$ cat config.mk
export PLATFORM = sky130hd
export DESIGN_NAME = reset_sequencer
export DESIGN_NICKNAME = d
export VERILOG_FILES = /design/src/rtl/panel_pkg.sv /design/src/rtl/reset_sequencer.sv
export SDC_FILE = /design/constraint.sdc
export NUM_CORES = 1
export LEC_CHECK = 0
export CORE_MARGIN = 2
export CORE_UTILIZATION = 30
export CTS_BUF_LIST = sky130_fd_sc_hd__clkbuf_4 sky130_fd_sc_hd__clkbuf_8 sky130_fd_sc_hd__clkbuf_16
export DETAILED_ROUTE_END_ITERATION = 8
export PLACE_DENSITY = 0.59
export RECOVER_POWER = 25
export SETUP_SLACK_MARGIN = 0.15
export SLEW_MARGIN = 20
export SYNTH_ARGS = -nofsm -noshare
export SYNTH_HDL_FRONTEND = slang
export SYNTH_SLANG_ARGS = --single-unit
$ cat constraint.sdc
create_clock -name clk -period 2.6 [get_ports clk]
set_input_delay 0.52 -clock clk [delete_from_list [all_inputs] [get_ports clk]]
set_output_delay 0.52 -clock clk [all_outputs]
set_load 0.01 [all_outputs]
$ cat src/rtl/panel_pkg.sv
// Types and width helpers shared across the LED-panel reset and control blocks.
package panel_pkg;

  typedef enum logic [1:0] {
    HOLD,
    WAIT,
    DONE,
    FAULT
  } seq_state_t;

  localparam int unsigned MAX_STAGES = 8;

  // Index/counter width that never collapses to zero bits.
  function automatic int unsigned width_of(input int unsigned n);
    return (n > 1) ? $clog2(n) : 1;
  endfunction

endpackage

$ cat src/rtl/reset_sequencer.sv
// Releases panel subsystems from reset one at a time, each after the previous reports ready,
// and latches a fault when a stage never readies or drops ready after release.
module reset_sequencer
  import panel_pkg::*;
#(
  parameter int unsigned NUM_STAGES     = 4,
  parameter int unsigned HOLD_CYCLES    = 16,
  parameter int unsigned TIMEOUT_CYCLES = 1024
) (
  input  logic                            clk,
  input  logic                            rst,
  input  logic [NUM_STAGES-1:0]           stage_ready,
  output logic [NUM_STAGES-1:0]           stage_rst,
  output logic                            all_ready,
  output logic                            fault,
  output logic [width_of(NUM_STAGES)-1:0] fault_stage
);

  localparam int unsigned IDXW = width_of(NUM_STAGES);
  localparam int unsigned CNTW =
    width_of((HOLD_CYCLES > TIMEOUT_CYCLES) ? HOLD_CYCLES : TIMEOUT_CYCLES);

  localparam logic [CNTW-1:0] HOLD_LAST = CNTW'(HOLD_CYCLES - 1);
  localparam logic [CNTW-1:0] TO_LAST   = CNTW'(TIMEOUT_CYCLES - 1);
  localparam logic [IDXW-1:0] LAST_IDX  = IDXW'(NUM_STAGES - 1);

  seq_state_t      state;
  logic [CNTW-1:0] count;
  logic [IDXW-1:0] index;

  logic            loss;
  logic [IDXW-1:0] loss_idx;

  // Stages 0..k released, everything above k still held.
  function automatic logic [NUM_STAGES-1:0] released_upto(input logic [IDXW-1:0] k);
    logic [NUM_STAGES-1:0] v;
    v = '0;
    for (int unsigned j = 0; j < NUM_STAGES; j++) begin
      v[j] = (j > 32'(k));
    end
    return v;
  endfunction

  // Lowest already-ready stage that has dropped its ready.
  always_comb begin
    loss     = 1'b0;
    loss_idx = '0;
    for (int unsigned j = 0; j < NUM_STAGES; j++) begin
      if (!loss && !stage_ready[j] &&
          (state == DONE || (state == WAIT && j < 32'(index)))) begin
        loss     = 1'b1;
        loss_idx = IDXW'(j);
      end
    end
  end

  always_ff @(posedge clk) begin
    if (rst) begin
      state       <= HOLD;
      count       <= '0;
      index       <= '0;
      stage_rst   <= '1;
      all_ready   <= 1'b0;
      fault       <= 1'b0;
      fault_stage <= '0;
    end else begin
      if (count != '1) begin
        count <= count + CNTW'(1);
      end
      case (state)
        HOLD: begin
          if (count == HOLD_LAST) begin
            state     <= WAIT;
            count     <= '0;
            index     <= '0;
            stage_rst <= released_upto('0);
          end
        end
        WAIT: begin
          if (loss) begin
            state       <= FAULT;
            stage_rst   <= '1;
            fault       <= 1'b1;
            fault_stage <= loss_idx;
          end else if (stage_ready[index]) begin
            if (index == LAST_IDX) begin
              state     <= DONE;
              all_ready <= 1'b1;
            end else begin
              index     <= index + IDXW'(1);
              count     <= '0;
              stage_rst <= released_upto(index + IDXW'(1));
            end
          end else if (count == TO_LAST) begin
            state       <= FAULT;
            stage_rst   <= '1;
            fault       <= 1'b1;
            fault_stage <= index;
          end
        end
        DONE: begin
          if (loss) begin
            state       <= FAULT;
            stage_rst   <= '1;
            all_ready   <= 1'b0;
            fault       <= 1'b1;
            fault_stage <= loss_idx;
          end
        end
        default: begin
          stage_rst <= '1;
          all_ready <= 1'b0;
        end
      endcase
    end
  end

endmodule

* Word-level counts from Yosys, hierarchy flattened
Cells that the tools add are included.
** Storage, ports and cells
- Output and inout port bits :: 8
- Word-level logic and storage cells :: 112
- Bits of input ports :: 6
- Register bits :: 22
** Operators by class
- Multiplexer cells :: 49
- Eq/ne operators :: 17
- Bitwise operators :: 1
- Order comparisons :: 7
- Add/subtract/negate cells :: 2
- Reduce and logical (&&, ||, !) cells :: 29
** Operator list (number)
- $mux W10 :: 5
- $mux W2 :: 16
- $mux W4 :: 6
- $pmux W10 S2 :: 1
- $reduce_and A5 Y1 :: 3
- $mux W1 :: 14
- $pmux W4 S3 :: 1
- $add A10 B1 Y10 const B :: 1
- $eq A10 B10 Y1 const B :: 1
- $eq A10 B4 Y1 const B :: 1
- $logic_and A1 B1 Y1 :: 10
- $ne A10 B10 Y1 const B :: 1
- $ne A2 B2 Y1 const B :: 4
- $pmux W2 S2 :: 2
- $reduce_and A4 Y1 :: 2
- $logic_not A1 Y1 :: 7
- $pmux W2 S3 :: 1
- $eq A2 B2 Y1 const B :: 2
- $gt A2 B2 Y1 const A :: 2
- $lt A1 B2 Y1 const A :: 2
- $ne A2 B1 Y1 const B :: 2
- $ne A4 B2 Y1 const B :: 1
- $ne A4 B3 Y1 const B :: 1
- $ne A4 B4 Y1 const B :: 1
- other kinds (15) :: 18

* Depth between registers and ports, before layout
- Word-level depth :: 19
- Mapped depth :: 9
- Mapped depth without buffers :: 8

* Worst setup path after synthesis
Ideal clock, no wire load.
- Path type :: flip-flop to flip-flop
- Start point :: reg state[1]
- End point :: reg stage_rst[2]
- Clock period less this slack :: 2.118 ns
- Library setup time :: 0.121 ns
- Cell stages (with the launch flop) :: 9
- Data arrival time :: 1.997 ns
- Data required time :: 2.479 ns
- Slack :: 0.482 ns
- Path through :: dfxtp_1 > inv_1 > ha_1 > clkbuf_1 > o21ai_1 > nand4_1 > o311ai_4 > a31o_4 > mux2_4
** Between the ends
- Longest elaborated chain between the ends :: 19
- Elaborated cells on any way between the ends :: 30
** RTL lines
- start, declared :: RTL line reset_sequencer.sv:27 : seq_state_t state;
- start signal, assigned :: RTL line reset_sequencer.sv:59 : state <= HOLD;
- start signal, assigned :: RTL line reset_sequencer.sv:73 : state <= WAIT;
- start signal, assigned :: RTL line reset_sequencer.sv:81 : state <= FAULT;
- $eq A2 B1 Y1 :: RTL line reset_sequencer.sv:50, reset_sequencer.sv:70
- $logic_and A1 B1 Y1 :: RTL line reset_sequencer.sv:50 : (state == DONE || (state == WAIT && j < 32'(index)))) begin
- $logic_or A1 B1 Y1 :: RTL line reset_sequencer.sv:50
- $logic_and A1 B1 Y1 :: RTL line reset_sequencer.sv:49 : if (!loss && !stage_ready[j] &&
- $mux W1 :: RTL line reset_sequencer.sv:49
- $logic_not A1 Y1 :: RTL line reset_sequencer.sv:49
- $logic_and A1 B1 Y1 (2 in series) :: RTL line reset_sequencer.sv:49
- $mux W1 :: RTL line reset_sequencer.sv:49
- $logic_not A1 Y1 :: RTL line reset_sequencer.sv:49
- $logic_and A1 B1 Y1 (2 in series) :: RTL line reset_sequencer.sv:49
- $mux W1 :: RTL line reset_sequencer.sv:49
- $logic_not A1 Y1 :: RTL line reset_sequencer.sv:49
- $logic_and A1 B1 Y1 (2 in series) :: RTL line reset_sequencer.sv:49
- $mux W1 :: RTL line reset_sequencer.sv:49
- $ne A4 B4 Y1 (no source line) (tied with other cells)
- $reduce_and A4 Y1 (no source line) / $pmux W4 S3 (equally long branches)
- end signal, assigned :: RTL line reset_sequencer.sv:76 : stage_rst <= released_upto('0);
- end signal, assigned :: RTL line reset_sequencer.sv:92 : stage_rst <= released_upto(index + IDXW'(1));
- end, declared :: RTL line reset_sequencer.sv:13 : output logic [NUM_STAGES-1:0] stage_rst,
Several ways; a longest one is shown, not always the timed one.
A chain may end at the register's enable or synchronous reset.

* Final worst setup path
- Start point :: in stage_ready[2]
- End point :: reg stage_rst[3]
** Between the ends
- Longest elaborated chain between the ends :: 10
- Elaborated cells on any way between the ends :: 17
** RTL lines
- start, declared :: RTL line reset_sequencer.sv:12 : input logic [NUM_STAGES-1:0] stage_ready,
- $logic_not A1 Y1 :: RTL line reset_sequencer.sv:49
- $logic_and A1 B1 Y1 (2 in series) :: RTL line reset_sequencer.sv:49
- $mux W1 :: RTL line reset_sequencer.sv:49
- $logic_not A1 Y1 :: RTL line reset_sequencer.sv:49
- $logic_and A1 B1 Y1 (2 in series) :: RTL line reset_sequencer.sv:49
- $mux W1 :: RTL line reset_sequencer.sv:49
- $ne A4 B4 Y1 (no source line) (tied with other cells)
- $reduce_and A4 Y1 (no source line) / $pmux W4 S3 (equally long branches)
Several ways; a longest one is shown, not always the timed one. The select of a mux whose other input is x is not followed.

==> out/results.ini <==
[timing]
slew_headroom_pct = 70.24
clock_skew_ns = 0.007722
maxClockFrequency_mhz = 448.3
setup_total_negative_slack_ns = 0
finalWorstPathRequiredPeriod_ns = 2.231
worst_setup_slack_after_layout_ns = 0.3691
rsz0062_at_grt = false
slew_viol_final = 0
setup_viol = 0
layout_worst_path_cycle_share_pct = 85.80
max_slew.worst_pin.slew_ns = 0.4449
timing.final.hold_violations = 0

[logic_synthesis]
post-synth-top-area-cell = sky130_fd_sc_hd__dfxtp_1
synth-seq-cells = 22
synth_area_per_cell_sq_um = 8.758
synthesis.area_sq_mm = 0.001340
netlist_instances = 153
synth_cell_type_count = 43
yosys_warnings = 0
netlist_top_cells_area = sky130_fd_sc_hd__dfxtp_1 33%, sky130_fd_sc_hd__ha_1 8.4%, sky130_fd_sc_hd__nor2_1 5.0%, sky130_fd_sc_hd__nand3_1 3.4%, sky130_fd_sc_hd__inv_1 3.1%
synthesis.nets = 168
synth_top_area_share_pct = 32.87
synth_sequential_area_ratio_pct = 32.87

[power]
fraction_of_power_consumed_by_combinational_cells_pct = 5.9
swShare_pct = 19.60
powerDensity_mw_per_mm2 = 429.2
p_leak_nw = 0.6272
pwr-share-seq_pct = 49.0
worst_voltage_drop_across_the_vdd_grid_v = 0.0002588
p_int_uw = 566.0
clkPwrFrac_pct = 45.1
net-switching-power_uw = 138.0

[placement]
numPortBuffers = 13
gpl.final_weighted_congestion = 0.8051
dpl.hpwl_um = 2122
dp_slack_ns = 0.08294

[floorplanning]
floorplan.die_area_sq_mm = 0.005018
die_h_um = 70.84
die_width_um = 70.84
initial_cell_density_of_the_core_pct = 30.99
floorplan.core_area_sq_mm = 0.004324
io-pin-count = 14
floorplan.rows = 24

[critical_path]
critical_path_arrival_ns = 2.38
r2r_setup_slack_ns = 0.44
cp.required_ns = 2.75
crit_path_end_kind = flip-flop
timing.setup.critical_path_class = in -> reg
cp-start-kind = primary input
cp_cell_sequence = clkdlybuf4s50_1 > mux4_2 > nand2_1 > nand4b_1 > nor3_1 > nand2_1 > mux2_4
timing.critical_path.mode_cell = sky130_fd_sc_hd__nand2_1
cpPeakStageDelay_ns = 0.52
critPathSlowestCell = sky130_fd_sc_hd__clkdlybuf4s50_1
critPathMaxFanout = 5

[outcome]
outcome = complete, no violations

[cts]
clk_root_buffer_cell = sky130_fd_sc_hd__clkbuf_8
cts-htree-levels = 1
post_cts.repair.setup_buffers = 0
cts_sinks = 22
post_cts_resized = 0
clockBufferDepth = 2
tritoncts = built
clkSlewWorstSetupHoldPaths_ns = 0.08
numCtsBuffers = 3
ctsHoldBuffers = 0
insertion_delay_ns = 0.26

[route]
detail_route.wirelength_um = 2715
route.antenna.remaining_nets = 0
drt-vias-per-instance = 5.213
drt-initial-drc-count = 85
detail_route.wl_per_cell_um = 12.07
dr_total_vias = 1173
post_route_drc_violation_count = 0
detail_route.first_pass.iterations = 4

[cells_and_area]
final-seq-area_sq_um = 440.4
final_layout_size_suffix_gt1_share_pct = 13.29
filler_cell_count = 445
layout-area-overhead-vs-synth_pct = 22.41
fin_nets = 189
insertedDiodeCount = 0
total_area_of_multi_input_combinational_cells_sq_um = 847.1

[grt]
grt_first_pass_wirelength_um = 4933
via_count_of_the_first_global_routing_pass = 1102
initial_antenna_violation_count = 0
aggregate_global_route_resource_usage_pct = 11.94
grt_start_max_net_pins = 14
gr-total-overflow = 0

[flow_run]
max-cap-violations = 0

[hold_path]
hold_path.class = reg -> reg

-- Yosys cell counts --
cell / number
sky130_fd_sc_hd__nand2b_1: 2
sky130_fd_sc_hd__a21oi_1: 5
sky130_fd_sc_hd__nand3_1: 9
sky130_fd_sc_hd__nor4_4: 1
sky130_fd_sc_hd__dfxtp_1: 22
sky130_fd_sc_hd__a21boi_0: 1
sky130_fd_sc_hd__inv_1: 11
sky130_fd_sc_hd__xor2_1: 1
sky130_fd_sc_hd__o21bai_1: 1
sky130_fd_sc_hd__or4_4: 1
sky130_fd_sc_hd__o41ai_4: 1
sky130_fd_sc_hd__mux2i_1: 3
sky130_fd_sc_hd__a31o_4: 1
sky130_fd_sc_hd__o22a_2: 1
sky130_fd_sc_hd__o21ai_0: 7
sky130_fd_sc_hd__clkbuf_1: 3
sky130_fd_sc_hd__nand2_1: 11
sky130_fd_sc_hd__ha_1: 9
sky130_fd_sc_hd__a211oi_1: 2
sky130_fd_sc_hd__o211ai_1: 3
sky130_fd_sc_hd__nand4_1: 4
sky130_fd_sc_hd__o21ai_1: 1
sky130_fd_sc_hd__o211a_1: 1
sky130_fd_sc_hd__o41ai_1: 2
sky130_fd_sc_hd__or2_2: 2
sky130_fd_sc_hd__a31oi_1: 4
sky130_fd_sc_hd__o311a_1: 1
sky130_fd_sc_hd__nand3b_1: 1
sky130_fd_sc_hd__xnor2_1: 2
sky130_fd_sc_hd__and4b_2: 1
sky130_fd_sc_hd__o22ai_1: 1
sky130_fd_sc_hd__nor2b_1: 3
sky130_fd_sc_hd__nand4b_1: 1
sky130_fd_sc_hd__nor3_1: 6
sky130_fd_sc_hd__mux4_2: 1
sky130_fd_sc_hd__or3_1: 2
sky130_fd_sc_hd__o311ai_4: 1
sky130_fd_sc_hd__a32o_1: 1
sky130_fd_sc_hd__a22oi_1: 1
sky130_fd_sc_hd__and3_1: 1
sky130_fd_sc_hd__a21o_2: 1
sky130_fd_sc_hd__mux2_4: 2
sky130_fd_sc_hd__nor2_1: 18
-- registers in the layout, summed over array words and instances, names as in the netlist --
signal / cells
all_ready: 1
count: 10
fault: 1
fault_stage: 2
index: 2
stage_rst: 4
state: 2
-- kinds of logic after synthesis --
kind of cell / Yosys count / synth area share, %
buffers and inverters: 14 / 3.922
AND/OR/NAND/NOR: 63 / 24.74
flip-flops: 22 / 32.87
multiplexers: 6 / 6.163
adder cells (fa/ha/maj): 9 / 8.404
XOR/XNOR: 3 / 1.961
AO/OA/AOI/OAI: 36 / 21.94
-- worst max-delay path: cells and delay by family --
kind                   cells  cell delay (ns)
multiplexers               2             0.60
buffers and inverters      1             0.52
AND/OR/NAND/NOR            4             0.75
-- stage by stage --
stage	utilization, %	instances	hold WS, ns	total power [mW]	instance area (sq um)
2_1_floorplan	-	153	0.4894	0.3755	1340
3_3_place_gp	36.28	221	0.4655	0.3940	1569
3_5_place_dp	36.28	221	0.4646	0.3943	1569
4_1_cts	37.93	225	0.4779	0.7116	1640
5_1_grt	37.93	225	0.5006	0.7310	1640
6_report	37.93	225	0.4692	0.7040	1640
-- path summary, 6_finish.rpt --
kind	from	end	depth (start not counted)
max	stage_ready[2]	stage_rst[3]	7
min	fault_stage[1]	fault_stage[1]	2
max reg2reg	count[6]	stage_rst[3]	5
min reg2reg	fault_stage[1]	fault_stage[1]	2
-- placed cells by master (no fill, tap or decap), types with 2 or more instances in the layout --
cell type                          n
sky130_fd_sc_hd__a211oi_1          2
sky130_fd_sc_hd__a21oi_1           5
sky130_fd_sc_hd__a31oi_1           4
sky130_fd_sc_hd__buf_4             6
sky130_fd_sc_hd__clkbuf_8          3
sky130_fd_sc_hd__clkdlybuf4s50_1   6
sky130_fd_sc_hd__dfxtp_1          22
sky130_fd_sc_hd__dlygate4sd3_1     7
sky130_fd_sc_hd__ha_1              9
sky130_fd_sc_hd__inv_1            11
sky130_fd_sc_hd__mux2_4            2
sky130_fd_sc_hd__mux2i_1           3
sky130_fd_sc_hd__nand2_1          11
sky130_fd_sc_hd__nand2b_1          2
sky130_fd_sc_hd__nand3_1           9
sky130_fd_sc_hd__nand4_1           4
sky130_fd_sc_hd__nor2_1           18
sky130_fd_sc_hd__nor2b_1           3
sky130_fd_sc_hd__nor3_1            6
sky130_fd_sc_hd__o211ai_1          3
sky130_fd_sc_hd__o21ai_0           7
sky130_fd_sc_hd__o41ai_1           2
sky130_fd_sc_hd__or2_2             2
sky130_fd_sc_hd__or3_1             2
sky130_fd_sc_hd__xnor2_1           2
-- cell type report --
cell class	instances	share of cell area (%)
inverters	11	2.517
flip-flops and latches	22	26.85
well taps	52	3.966
multi-input cells	117	51.64
clock buffers	3	2.517
clock inverters	1	1.831
repair buffers	19	10.68
-- power groups by stage --
stage	Sequential [mW]	Clock [mW]	Combinational, mW
after floorplan	0.353	0	0.0230
after global placement	0.353	0	0.0411
after detailed placement	0.353	0	0.0414
after CTS	0.345	0.325	0.0415
after global routing	0.346	0.338	0.0469
final	0.345	0.318	0.0414
-- metal layers --
layer | vias up | GRT usage, % | wire [um]
met1 | 535 | 17.05 | 1397
li1 | 600 | - | -
met5 | - | 0 | 0
met3 | 7 | 1.852 | 118
met4 | 0 | 5.241 | 62
met2 | 31 | 17.76 | 1137
Note: power is estimated with default switching activity, not from simulation.
